$ cat config.mk
export PLATFORM = sky130hd
export DESIGN_NAME = id_ex_stage_flat
export DESIGN_NICKNAME = d
export VERILOG_FILES = /design/src/rtl/riscv_pkg.sv /design/src/rtl/id_ex_stage_if.sv /design/src/rtl/id_ex_stage_fwd_unit.sv /design/src/rtl/id_ex_stage.sv /design/src/flat_wrapper.sv
export SDC_FILE = /design/constraint.sdc
export NUM_CORES = 1
export LEC_CHECK = 0
export BUFFER_PORTS_ARGS = -buffer_cell sky130_fd_sc_hd__buf_2
export CAP_MARGIN = 20
export CORE_AREA = 2 2 171 173
export DETAILED_ROUTE_END_ITERATION = 10
export DIE_AREA = 0 0 173 175
export HOLD_SLACK_MARGIN = 0.03
export SLEW_MARGIN = 20
export SYNTH_ARGS = -nofsm -noshare
export SYNTH_HDL_FRONTEND = slang
export SYNTH_SLANG_ARGS = --single-unit
$ cat constraint.sdc
create_clock -name clk -period 7.6 [get_ports clk]
set_input_delay 1.14 -clock clk [delete_from_list [all_inputs] [get_ports clk]]
set_output_delay 1.14 -clock clk [all_outputs]
set_load 0.01 [all_outputs]
$ cat src/rtl/riscv_pkg.sv
// Shared RISC-V core definitions: ALU op codes, operand-select encodings,
// forwarding-source enum and the ID/EX control bundle.
package riscv_pkg;

  localparam logic [3:0] ALU_ADD  = 4'b0000;
  localparam logic [3:0] ALU_SUB  = 4'b0001;
  localparam logic [3:0] ALU_AND  = 4'b0010;
  localparam logic [3:0] ALU_OR   = 4'b0011;
  localparam logic [3:0] ALU_XOR  = 4'b0100;
  localparam logic [3:0] ALU_SLL  = 4'b0101;
  localparam logic [3:0] ALU_SRL  = 4'b0110;
  localparam logic [3:0] ALU_SRA  = 4'b0111;
  localparam logic [3:0] ALU_SLT  = 4'b1000;
  localparam logic [3:0] ALU_SLTU = 4'b1001;

  localparam logic [1:0] A_SEL_RS1  = 2'd0;
  localparam logic [1:0] A_SEL_PC   = 2'd1;
  localparam logic [1:0] A_SEL_ZERO = 2'd2;

  localparam logic B_SEL_RS2 = 1'b0;
  localparam logic B_SEL_IMM = 1'b1;

  typedef enum logic [1:0] {
    FWD_REG = 2'd0,
    FWD_EXM = 2'd1,
    FWD_MWB = 2'd2
  } fwd_src_e;

  // All-zero value of this struct is the bubble (alu_control = ADD).
  typedef struct packed {
    logic       valid;
    logic       reg_write;
    logic       mem_read;
    logic       mem_write;
    logic       branch;
    logic [4:0] rd;
    logic [4:0] rs1;
    logic [4:0] rs2;
    logic [3:0] alu_control;
    logic [1:0] a_sel;
    logic       b_sel;
  } id_ex_ctrl_t;

  function automatic logic fwd_hit(input logic we, input logic [4:0] rd,
                                   input logic [4:0] rs);
    return we && (rd != 5'd0) && (rd == rs);
  endfunction

endpackage

$ cat src/rtl/id_ex_stage_if.sv
// ID/EX stage bus: decode inputs, hazard controls, forwarding sources and EX outputs.
// master = decode/hazard/pipeline side, slave = the stage itself.
interface id_ex_stage_if #(parameter int XLEN = 32);

  logic            stall;
  logic            flush;
  logic            id_valid;
  logic [XLEN-1:0] id_pc;
  logic [XLEN-1:0] id_rs1_data;
  logic [XLEN-1:0] id_rs2_data;
  logic [XLEN-1:0] id_imm;
  logic [4:0]      id_rs1_addr;
  logic [4:0]      id_rs2_addr;
  logic [4:0]      id_rd_addr;
  logic [3:0]      id_alu_control;
  logic [1:0]      id_a_sel;
  logic            id_b_sel;
  logic            id_reg_write;
  logic            id_mem_read;
  logic            id_mem_write;
  logic            id_branch;

  logic            exm_reg_write;
  logic [4:0]      exm_rd;
  logic [XLEN-1:0] exm_result;
  logic            mwb_reg_write;
  logic [4:0]      mwb_rd;
  logic [XLEN-1:0] mwb_result;

  logic            ex_valid;
  logic [XLEN-1:0] ex_a;
  logic [XLEN-1:0] ex_b;
  logic [3:0]      ex_alu_control;
  logic [XLEN-1:0] ex_store_data;
  logic [XLEN-1:0] ex_pc;
  logic [XLEN-1:0] ex_imm;
  logic [4:0]      ex_rd;
  logic            ex_reg_write;
  logic            ex_mem_read;
  logic            ex_mem_write;
  logic            ex_branch;
  logic            load_use;
  logic [31:0]     bubble_count;

  modport master (
    output stall, flush, id_valid, id_pc, id_rs1_data, id_rs2_data, id_imm,
           id_rs1_addr, id_rs2_addr, id_rd_addr, id_alu_control, id_a_sel,
           id_b_sel, id_reg_write, id_mem_read, id_mem_write, id_branch,
           exm_reg_write, exm_rd, exm_result, mwb_reg_write, mwb_rd, mwb_result,
    input  ex_valid, ex_a, ex_b, ex_alu_control, ex_store_data, ex_pc, ex_imm,
           ex_rd, ex_reg_write, ex_mem_read, ex_mem_write, ex_branch,
           load_use, bubble_count
  );

  modport slave (
    input  stall, flush, id_valid, id_pc, id_rs1_data, id_rs2_data, id_imm,
           id_rs1_addr, id_rs2_addr, id_rd_addr, id_alu_control, id_a_sel,
           id_b_sel, id_reg_write, id_mem_read, id_mem_write, id_branch,
           exm_reg_write, exm_rd, exm_result, mwb_reg_write, mwb_rd, mwb_result,
    output ex_valid, ex_a, ex_b, ex_alu_control, ex_store_data, ex_pc, ex_imm,
           ex_rd, ex_reg_write, ex_mem_read, ex_mem_write, ex_branch,
           load_use, bubble_count
  );

endinterface

$ cat src/rtl/id_ex_stage_fwd_unit.sv
// Per-operand forwarding select; purely combinational.
// EX/MEM beats MEM/WB beats register-file data; x0 is never forwarded.
module fwd_unit
  import riscv_pkg::*;
#(
  parameter int XLEN = 32
) (
  input  logic [4:0]      i_rs,
  input  logic [XLEN-1:0] i_reg_data,
  input  logic            i_exm_reg_write,
  input  logic [4:0]      i_exm_rd,
  input  logic [XLEN-1:0] i_exm_result,
  input  logic            i_mwb_reg_write,
  input  logic [4:0]      i_mwb_rd,
  input  logic [XLEN-1:0] i_mwb_result,
  output logic [XLEN-1:0] o_data
);

  fwd_src_e w_src;

  always_comb begin
    w_src = FWD_REG;
    if (fwd_hit(i_exm_reg_write, i_exm_rd, i_rs)) begin
      w_src = FWD_EXM;
    end else if (fwd_hit(i_mwb_reg_write, i_mwb_rd, i_rs)) begin
      w_src = FWD_MWB;
    end
  end

  always_comb begin
    o_data = i_reg_data;
    case (w_src)
      FWD_EXM: o_data = i_exm_result;
      FWD_MWB: o_data = i_mwb_result;
      default: o_data = i_reg_data;
    endcase
  end

endmodule

$ cat src/rtl/id_ex_stage.sv
// ID/EX pipeline register with operand forwarding, ALU operand muxing,
// load-use detection, stall/flush handling and a bubble counter.
module id_ex_stage
  import riscv_pkg::*;
#(
  parameter int XLEN = 32
) (
  input  logic         clk,
  input  logic         rst,
  id_ex_stage_if.slave bus
);

  id_ex_ctrl_t     r_ctrl;
  logic [XLEN-1:0] r_pc;
  logic [XLEN-1:0] r_rs1_data;
  logic [XLEN-1:0] r_rs2_data;
  logic [XLEN-1:0] r_imm;
  logic [31:0]     r_bubble_count;

  id_ex_ctrl_t     w_id_ctrl;
  logic [XLEN-1:0] w_fwd_rs1;
  logic [XLEN-1:0] w_fwd_rs2;
  logic            w_load_use;
  logic            w_load_bubble;
  logic            w_ex_mem_read;

  always_comb begin
    w_id_ctrl             = '0;
    w_id_ctrl.valid       = bus.id_valid;
    w_id_ctrl.reg_write   = bus.id_reg_write;
    w_id_ctrl.mem_read    = bus.id_mem_read;
    w_id_ctrl.mem_write   = bus.id_mem_write;
    w_id_ctrl.branch      = bus.id_branch;
    w_id_ctrl.rd          = bus.id_rd_addr;
    w_id_ctrl.rs1         = bus.id_rs1_addr;
    w_id_ctrl.rs2         = bus.id_rs2_addr;
    w_id_ctrl.alu_control = bus.id_alu_control;
    w_id_ctrl.a_sel       = bus.id_a_sel;
    w_id_ctrl.b_sel       = bus.id_b_sel;
  end

  assign w_ex_mem_read = r_ctrl.valid & r_ctrl.mem_read;

  assign w_load_use = w_ex_mem_read && (r_ctrl.rd != 5'd0) && bus.id_valid &&
                      ((bus.id_rs1_addr == r_ctrl.rd) || (bus.id_rs2_addr == r_ctrl.rd));

  // Flush overrides stall; a load-use bubble only goes in when the stage can move.
  assign w_load_bubble = bus.flush | (~bus.stall & w_load_use);

  always_ff @(posedge clk or posedge rst) begin
    if (rst) begin
      r_ctrl         <= '0;
      r_pc           <= '0;
      r_rs1_data     <= '0;
      r_rs2_data     <= '0;
      r_imm          <= '0;
      r_bubble_count <= '0;
    end else if (w_load_bubble) begin
      r_ctrl         <= '0;
      r_pc           <= '0;
      r_rs1_data     <= '0;
      r_rs2_data     <= '0;
      r_imm          <= '0;
      r_bubble_count <= r_bubble_count + 32'd1;
    end else if (!bus.stall) begin
      r_ctrl         <= w_id_ctrl;
      r_pc           <= bus.id_pc;
      r_rs1_data     <= bus.id_rs1_data;
      r_rs2_data     <= bus.id_rs2_data;
      r_imm          <= bus.id_imm;
    end
  end

  fwd_unit #(.XLEN(XLEN)) u_fwd_rs1 (
    .i_rs            (r_ctrl.rs1),
    .i_reg_data      (r_rs1_data),
    .i_exm_reg_write (bus.exm_reg_write),
    .i_exm_rd        (bus.exm_rd),
    .i_exm_result    (bus.exm_result),
    .i_mwb_reg_write (bus.mwb_reg_write),
    .i_mwb_rd        (bus.mwb_rd),
    .i_mwb_result    (bus.mwb_result),
    .o_data          (w_fwd_rs1)
  );

  fwd_unit #(.XLEN(XLEN)) u_fwd_rs2 (
    .i_rs            (r_ctrl.rs2),
    .i_reg_data      (r_rs2_data),
    .i_exm_reg_write (bus.exm_reg_write),
    .i_exm_rd        (bus.exm_rd),
    .i_exm_result    (bus.exm_result),
    .i_mwb_reg_write (bus.mwb_reg_write),
    .i_mwb_rd        (bus.mwb_rd),
    .i_mwb_result    (bus.mwb_result),
    .o_data          (w_fwd_rs2)
  );

  // Encoding 3 of a_sel is reserved and behaves as zero.
  always_comb begin
    bus.ex_a = '0;
    case (r_ctrl.a_sel)
      A_SEL_RS1: bus.ex_a = w_fwd_rs1;
      A_SEL_PC:  bus.ex_a = r_pc;
      default:   bus.ex_a = '0;
    endcase
  end

  assign bus.ex_b           = (r_ctrl.b_sel == B_SEL_IMM) ? r_imm : w_fwd_rs2;
  assign bus.ex_store_data  = w_fwd_rs2;
  assign bus.ex_valid       = r_ctrl.valid;
  assign bus.ex_alu_control = r_ctrl.alu_control;
  assign bus.ex_pc          = r_pc;
  assign bus.ex_imm         = r_imm;
  assign bus.ex_rd          = r_ctrl.rd;
  assign bus.ex_reg_write   = r_ctrl.valid & r_ctrl.reg_write;
  assign bus.ex_mem_read    = w_ex_mem_read;
  assign bus.ex_mem_write   = r_ctrl.valid & r_ctrl.mem_write;
  assign bus.ex_branch      = r_ctrl.valid & r_ctrl.branch;
  assign bus.load_use       = w_load_use;
  assign bus.bubble_count   = r_bubble_count;

endmodule

$ cat src/flat_wrapper.sv
// flat-port wrapper written by rule: the top's interface ports become plain ports
module id_ex_stage_flat import riscv_pkg::*;
#(
  parameter int XLEN = 32
)
  (clk, rst, bus_stall, bus_flush, bus_id_valid, bus_id_pc, bus_id_rs1_data, bus_id_rs2_data, bus_id_imm, bus_id_rs1_addr, bus_id_rs2_addr, bus_id_rd_addr, bus_id_alu_control, bus_id_a_sel, bus_id_b_sel, bus_id_reg_write, bus_id_mem_read, bus_id_mem_write, bus_id_branch, bus_exm_reg_write, bus_exm_rd, bus_exm_result, bus_mwb_reg_write, bus_mwb_rd, bus_mwb_result, bus_ex_valid, bus_ex_a, bus_ex_b, bus_ex_alu_control, bus_ex_store_data, bus_ex_pc, bus_ex_imm, bus_ex_rd, bus_ex_reg_write, bus_ex_mem_read, bus_ex_mem_write, bus_ex_branch, bus_load_use, bus_bubble_count);
  id_ex_stage_if #(.XLEN(XLEN)) bus_i ();
  input  logic clk;
  input  logic rst;
  input wire logic [$bits(bus_i.stall)-1:0] bus_stall;
  input wire logic [$bits(bus_i.flush)-1:0] bus_flush;
  input wire logic [$bits(bus_i.id_valid)-1:0] bus_id_valid;
  input wire logic [$bits(bus_i.id_pc)-1:0] bus_id_pc;
  input wire logic [$bits(bus_i.id_rs1_data)-1:0] bus_id_rs1_data;
  input wire logic [$bits(bus_i.id_rs2_data)-1:0] bus_id_rs2_data;
  input wire logic [$bits(bus_i.id_imm)-1:0] bus_id_imm;
  input wire logic [$bits(bus_i.id_rs1_addr)-1:0] bus_id_rs1_addr;
  input wire logic [$bits(bus_i.id_rs2_addr)-1:0] bus_id_rs2_addr;
  input wire logic [$bits(bus_i.id_rd_addr)-1:0] bus_id_rd_addr;
  input wire logic [$bits(bus_i.id_alu_control)-1:0] bus_id_alu_control;
  input wire logic [$bits(bus_i.id_a_sel)-1:0] bus_id_a_sel;
  input wire logic [$bits(bus_i.id_b_sel)-1:0] bus_id_b_sel;
  input wire logic [$bits(bus_i.id_reg_write)-1:0] bus_id_reg_write;
  input wire logic [$bits(bus_i.id_mem_read)-1:0] bus_id_mem_read;
  input wire logic [$bits(bus_i.id_mem_write)-1:0] bus_id_mem_write;
  input wire logic [$bits(bus_i.id_branch)-1:0] bus_id_branch;
  input wire logic [$bits(bus_i.exm_reg_write)-1:0] bus_exm_reg_write;
  input wire logic [$bits(bus_i.exm_rd)-1:0] bus_exm_rd;
  input wire logic [$bits(bus_i.exm_result)-1:0] bus_exm_result;
  input wire logic [$bits(bus_i.mwb_reg_write)-1:0] bus_mwb_reg_write;
  input wire logic [$bits(bus_i.mwb_rd)-1:0] bus_mwb_rd;
  input wire logic [$bits(bus_i.mwb_result)-1:0] bus_mwb_result;
  output wire logic [$bits(bus_i.ex_valid)-1:0] bus_ex_valid;
  output wire logic [$bits(bus_i.ex_a)-1:0] bus_ex_a;
  output wire logic [$bits(bus_i.ex_b)-1:0] bus_ex_b;
  output wire logic [$bits(bus_i.ex_alu_control)-1:0] bus_ex_alu_control;
  output wire logic [$bits(bus_i.ex_store_data)-1:0] bus_ex_store_data;
  output wire logic [$bits(bus_i.ex_pc)-1:0] bus_ex_pc;
  output wire logic [$bits(bus_i.ex_imm)-1:0] bus_ex_imm;
  output wire logic [$bits(bus_i.ex_rd)-1:0] bus_ex_rd;
  output wire logic [$bits(bus_i.ex_reg_write)-1:0] bus_ex_reg_write;
  output wire logic [$bits(bus_i.ex_mem_read)-1:0] bus_ex_mem_read;
  output wire logic [$bits(bus_i.ex_mem_write)-1:0] bus_ex_mem_write;
  output wire logic [$bits(bus_i.ex_branch)-1:0] bus_ex_branch;
  output wire logic [$bits(bus_i.load_use)-1:0] bus_load_use;
  output wire logic [$bits(bus_i.bubble_count)-1:0] bus_bubble_count;
  assign bus_i.stall = bus_stall;
  assign bus_i.flush = bus_flush;
  assign bus_i.id_valid = bus_id_valid;
  assign bus_i.id_pc = bus_id_pc;
  assign bus_i.id_rs1_data = bus_id_rs1_data;
  assign bus_i.id_rs2_data = bus_id_rs2_data;
  assign bus_i.id_imm = bus_id_imm;
  assign bus_i.id_rs1_addr = bus_id_rs1_addr;
  assign bus_i.id_rs2_addr = bus_id_rs2_addr;
  assign bus_i.id_rd_addr = bus_id_rd_addr;
  assign bus_i.id_alu_control = bus_id_alu_control;
  assign bus_i.id_a_sel = bus_id_a_sel;
  assign bus_i.id_b_sel = bus_id_b_sel;
  assign bus_i.id_reg_write = bus_id_reg_write;
  assign bus_i.id_mem_read = bus_id_mem_read;
  assign bus_i.id_mem_write = bus_id_mem_write;
  assign bus_i.id_branch = bus_id_branch;
  assign bus_i.exm_reg_write = bus_exm_reg_write;
  assign bus_i.exm_rd = bus_exm_rd;
  assign bus_i.exm_result = bus_exm_result;
  assign bus_i.mwb_reg_write = bus_mwb_reg_write;
  assign bus_i.mwb_rd = bus_mwb_rd;
  assign bus_i.mwb_result = bus_mwb_result;
  assign bus_ex_valid = bus_i.ex_valid;
  assign bus_ex_a = bus_i.ex_a;
  assign bus_ex_b = bus_i.ex_b;
  assign bus_ex_alu_control = bus_i.ex_alu_control;
  assign bus_ex_store_data = bus_i.ex_store_data;
  assign bus_ex_pc = bus_i.ex_pc;
  assign bus_ex_imm = bus_i.ex_imm;
  assign bus_ex_rd = bus_i.ex_rd;
  assign bus_ex_reg_write = bus_i.ex_reg_write;
  assign bus_ex_mem_read = bus_i.ex_mem_read;
  assign bus_ex_mem_write = bus_i.ex_mem_write;
  assign bus_ex_branch = bus_i.ex_branch;
  assign bus_load_use = bus_i.load_use;
  assign bus_bubble_count = bus_i.bubble_count;
  id_ex_stage #(.XLEN(XLEN)) u_core (.clk(clk), .rst(rst), .bus(bus_i));
endmodule
Word-level counts from Yosys, hierarchy flattened
Index checks and enable logic that the tools add are counted.
{"block": "totals", "wordCells": 68, "out_inout_bits": 207, "ff_bits": 187, "input_bits": 235}
{"block": "op_classes", "n_eq_ne": 12, "n_mux": 18, "n_bitwise": 7, "addsub": 1, "n_reduce_logical": 14}
{"cell": "$mux W32", "n": 9}
{"cell": "$pmux W32 S2", "n": 3}
{"cell": "$mux W27", "n": 2}
{"cell": "$add A32 B1 Y32 const B", "n": 1}
{"cell": "$eq A5 B5 Y1", "n": 6}
{"cell": "$reduce_bool A5 Y1", "n": 3}
{"cell": "$logic_and A1 B1 Y1", "n": 9}
{"cell": "$mux W2", "n": 4}
{"cell": "$eq A2 B1 Y1 const B", "n": 3}
{"cell": "$and A1 B1 Y1", "n": 5}
{"cell": "$eq A2 B2 Y1 const B", "n": 2}
{"cell": "$logic_not A2 Y1", "n": 1}
{"cell": "$ne A2 B1 Y1 const B", "n": 1}
{"cell": "$logic_or A1 B1 Y1", "n": 1}
{"cell": "$not A1 Y1", "n": 1}
{"cell": "$or A1 B1 Y1", "n": 1}

Logic depth before layout (Yosys ltp)
{"block": "logic_depth", "ltp_word": 8, "ltp_mapped": 8}

Hierarchy
Synthesis repeated with hierarchy kept, for this count alone.
{"block": "hier_totals", "cells_unflattened": 1203, "hier_area_um2": 11463.5}
{"mod": "id_ex_stage", "seq_area_each_um2": 4679.5, "cells_per_inst": 843, "n_inst": 1, "area_each_um2": 8423.1}
{"mod": "fwd_unit", "seq_area_each_um2": 0.0, "cells_per_inst": 180, "n_inst": 2, "area_each_um2": 1520.2}

Least setup slack after synthesis
OpenSTA, ideal clock, no wires.
{"block": "synth_path", "path_type": "input port to output port", "start": "in bus_mwb_rd[1]", "end": "out bus_ex_b[0]", "setup_slack_ns": 3.621, "required_ns": 6.460, "stages": 7, "arrival_time_ns": 2.839, "cell_sequence": "or4_1 > o21ai_2 > nor4_4 > buf_6 > and3_1 > a221o_1 > mux2_2"}
{"block": "synth_between", "elab_chain_len": 8, "word_cells_on_any_way": 10, "cone_classes": "3 x eq/ne; 4 x mux; 3 x reduce/logical"}
{"item": "from (decl)", "line": "flat_wrapper.sv:31", "source": "input wire logic [$bits(bus_i.mwb_rd)-1:0] bus_mwb_rd;"}
{"item": "$reduce_bool A5 Y1", "line": "riscv_pkg.sv:46", "source": "return we && (rd != 5'd0) && (rd == rs);"}
{"item": "$logic_and A1 B1 Y1", "line": "riscv_pkg.sv:46"}
{"item": "$logic_and A1 B1 Y1 *", "line": "riscv_pkg.sv:46"}
{"item": "$mux W2 *", "line": "id_ex_stage_fwd_unit.sv:25", "source": "end else if (fwd_hit(i_mwb_reg_write, i_mwb_rd, i_rs)) begin"}
{"item": "$mux W2 *", "line": "id_ex_stage_fwd_unit.sv:23", "source": "if (fwd_hit(i_exm_reg_write, i_exm_rd, i_rs)) begin"}
{"item": "$eq A2 B2 Y1 or $eq A2 B1 Y1 (tied branches)", "line": "id_ex_stage_fwd_unit.sv:32", "source": "case (w_src)"}
{"item": "$pmux W32 S2 *", "line": "id_ex_stage_fwd_unit.sv:32"}
{"item": "net bus_ex_store_data[0]", "line": "flat_wrapper.sv:37", "source": "output wire logic [$bits(bus_i.ex_store_data)-1:0] bus_ex_store_data;"}
{"item": "$mux W32 *", "line": "id_ex_stage.sv:108", "source": "assign bus.ex_b = (r_ctrl.b_sel == B_SEL_IMM) ? r_imm : w_fwd_rs2;"}
{"item": "to (decl)", "line": "flat_wrapper.sv:35", "source": "output wire logic [$bits(bus_i.ex_b)-1:0] bus_ex_b;"}
The timed path passes the listed nets; every way through them passes the cells marked *.

Worst setup path in the final report
{"block": "layout_path", "start": "in bus_exm_rd[0]", "end": "out bus_ex_a[15]"}
{"block": "layout_between", "elab_chain_len": 7, "word_cells_on_any_way": 9, "cone_classes": "3 x eq/ne; 3 x mux; 3 x reduce/logical"}
{"item": "from (decl)", "line": "flat_wrapper.sv:28", "source": "input wire logic [$bits(bus_i.exm_rd)-1:0] bus_exm_rd;"}
{"item": "$reduce_bool A5 Y1", "line": "riscv_pkg.sv:46"}
{"item": "$logic_and A1 B1 Y1", "line": "riscv_pkg.sv:46"}
{"item": "$logic_and A1 B1 Y1 *", "line": "riscv_pkg.sv:46"}
{"item": "$mux W2 *", "line": "id_ex_stage_fwd_unit.sv:23"}
{"item": "$eq A2 B2 Y1 or $eq A2 B1 Y1 (tied branches)", "line": "id_ex_stage_fwd_unit.sv:32"}
{"item": "$pmux W32 S2 *", "line": "id_ex_stage_fwd_unit.sv:32"}
{"item": "$pmux W32 S2 *", "line": "id_ex_stage.sv:101", "source": "case (r_ctrl.a_sel)"}
{"item": "to (decl)", "line": "flat_wrapper.sv:34", "source": "output wire logic [$bits(bus_i.ex_a)-1:0] bus_ex_a;"}
Every way passes the cells marked *; elsewhere a longest branch is shown, timed or not.

==> flow_metrics.tcl <==
set metrics [dict create \
    cts.sink_count 187 \
    tritoncts "yes" \
    design.core.area_um2 28400 \
    cts-htree-levels 4 \
    ctsLongestPathBuffers 2 \
    grt_pass1_wl_mm 61.0 \
    area_delta_synth_final_pct 29.5 \
    drv_cap 0 \
    vias_per_cell 5.38 \
    syn-instance-count 1079 \
    max-slew-margin-rel_pct 26.8 \
    power_density_nw_per_um2 197 \
    synth_commonest_cells "nand2_1, dfrtp_1, a21oi_1" \
    rsz0062_at_grt "no" \
    synth_largest_area_cell "dfrtp_1" \
    fraction_of_layout_instances_using_a_drive_strength_above_1_pct 39.3 \
    hold_path.class "reg2reg" \
    multiplexer_share_of_the_synthesized_area_pct 3.69 \
    synth-compound-area-share_pct 20.5 \
    leakagePower_uw 0.00664 \
    place.gp.congestion 0.923 \
    syn_avg_cell_area_um2 9.33 \
    max_slew.worst_pin.slew_ps 1100 \
    critPathCaptureType "output port" \
    number_of_warnings_reported_in_the_yosys_synthesis_log 0 \
    cts_resized 0 \
    io_pins 442 \
    antenna_found_initial 16 \
    synth.cell_area_um2 10100 \
    synth_largest_type_area_fraction_pct 46.5 \
    synth.most_common_cell "nand2_1" \
    dpl.hpwl_mm 30.1 \
    grt_use_total_pct 26.3 \
    run_status "finished, final reports clean" \
    synth.yosys.seq_area_share_pct 46.5 \
    floorplan.initialDensity_pct 35.5 \
    cts-root-buf "clkbuf_16" \
    cts.clk_slew.worst_paths_ps 70 \
    power.total_uw 2570 \
    yosys_register_bits 187 \
    synth_enable_flop_cells 0 \
    grt_overflow 0 \
    timing.critical_path.arrival_ps 4110 \
    via_count_of_the_first_global_routing_pass 9684 \
    numCtsBuffers 17 \
    detail_route.wl_per_cell_um 22.0 \
    setup_fix_buffers_added_after_clock_tree_synthesis 0 \
    critPathMaxFanout 34 \
    slew_viol_final 0 \
    timing.fmax_mhz 191 \
    synth.lib_cells_used.distinct 38 \
    yosys_most_used_dff "dfrtp_1" \
    first_pass_iters 5 \
    drt_iter0_drc 749 \
    hold_viol_final 0 \
    report.final.setup_viol 0 \
    chipWidth_um 173 \
    irDropWorstVdd_mv 0.113 \
    fin_tns_setup_ps 0 \
    timing.reg2reg.setup_slack_ps 4480 \
    total_wirelength_of_the_detailed_routed_design_mm 40.9 \
    route.vias.total 10018 \
    syn_nets 1315 \
    detail_route.drc_violations 0 \
    post-route-period-util_pct 69.1 \
    post_synth_xor_area_fraction_pct 5.31 \
    port_buf_inserts 441 \
    floorplan.die.height_um 175 \
    worst-endpoint-required_ps 6460 \
    grt_max_degree 117 \
    adder_and_majority_cell_fraction_of_the_synthesized_area_pct 0.124 \
    ys_async_sr_fraction_pct 100 \
    placementRows 62 \
    critical_path.startpoint_type "primary input" \
    fin_skew_ps 18.4 \
    synth.top_cells.by_area "dfrtp_1, nand2_1, a21oi_1" \
    main_combinational_cell_family_by_area_after_synthesis "compound AO/OA/AOI/OAI gates" \
    yosys.area_share.simple_pct 18.1 \
    final_antenna_net_count 0 \
    critical_path_class "in2out" \
    insertion_delay_ps 460 \
    holdBufCountCts 0 \
    final_net_count 1689 \
    layout_min_cycle_time_ps 5250 \
    dieArea_um2 30300 \
]
-- final timing paths --
kind                                              from                          end  depth (start not counted)
setup / recovery                         bus_exm_rd[0]                 bus_ex_a[15]                          9
hold / removal             u_core.bus.bubble_count[31]  u_core.bus.bubble_count[31]                          1
setup reg to reg                   u_core.bus.ex_rd[2]        u_core.r_rs1_data[30]                          7
hold reg to reg            u_core.bus.bubble_count[31]  u_core.bus.bubble_count[31]                          1
max in group asynchronous                          rst             u_core.r_ctrl[1]                          3
min in group asynchronous                          rst         u_core.bus.ex_pc[20]                          2
-- registers in the layout (all words and copies together) (netlist names) --
register,cells
u_core.bus.bubble_count,32
u_core.bus.ex_alu_control,4
u_core.bus.ex_imm,32
u_core.bus.ex_pc,32
u_core.bus.ex_rd,5
u_core.bus.ex_valid,1
u_core.r_ctrl,17
u_core.r_rs1_data,32
u_core.r_rs2_data,32
-- cells in the final DEF (no fill, tap or decap), drive strengths merged, types with 2 or more instances in the layout --
| cell | n |
|---|---|
| dfrtp | 187 |
| xor2 | 26 |
| o21ai | 2 |
| clkinvlp | 2 |
| clkbuf | 18 |
| nor4b | 3 |
| clkinv | 2 |
| nor3b | 5 |
| and3 | 46 |
| inv | 44 |
| nor2b | 2 |
| or4 | 4 |
| and2 | 5 |
| a221o | 32 |
| nand3 | 18 |
| nor2 | 7 |
| mux2 | 33 |
| diode | 11 |
| a21oi | 126 |
| nand2 | 294 |
| buf | 455 |
| nor3 | 5 |
| nand4 | 12 |
| a221oi | 64 |
| and4 | 2 |
| nor4 | 2 |
| a22o | 29 |
| xnor2 | 35 |
-- cell families (layout without fill, tap and decap cells) --
kind of cell | Yosys count | after routing
compound gates | 256 | 256
xor+xnor | 61 | 61
fa+ha+maj | 1 | 1
buf+inv | 134 | 521
flops | 187 | 187
mux | 33 | 33
other cells | 0 | 11
simple gates | 407 | 407
-- layout make-up --
cell class	instances	area (µm²)
Fill cell	2880	15300
Multi-Input combinational cell	758	4860
Sequential cell	187	4680
Timing Repair Buffer	455	2310
Tap cell	384	480
Clock buffer	18	429
Inverter	34	135
Clock inverter	14	120
Antenna cell	11	27.5
-- per-stage QoR --
stage / area [µm²] / worst slack [ps] / util [%] / hold slack (ps) / std cells
6_report: 13000 / 2350 / 45.9 / 467 / 1861
5_1_grt: 13000 / 2220 / 45.9 / 508 / 1859
4_1_cts: 13000 / 2400 / 45.8 / 471 / 1850
3_5_place_dp: 12500 / 2390 / 43.9 / 451 / 1818
3_3_place_gp: 12500 / 2410 / 43.9 / 459 / 1818
2_1_floorplan: 10100 / 1370 / - / 465 / 1079
-- report_power, final --
part           internal [µW]  switching [µW]
Combinational            229             310
Clock                    432             451
Sequential              1060            81.8
-- layer usage --
layer	share of wire (%)	vias to the layer above	GRT usage (%)
met4	2.8	6	10.3
met1	42	4863	35.0
met2	47	513	41.4
li1	-	4559	-
met5	0.073	-	0
met3	8.2	77	6.31
-- critical path, stage by stage --
cell,delay [ps]
buf_2,130
or4_1,530
o21ai_2,230
nor4_4,80
buf_4,300
nor2b_4,880
a221oi_1,210
a221oi_2,370
buf_2,200
Power figures use the tool's default switching activity.
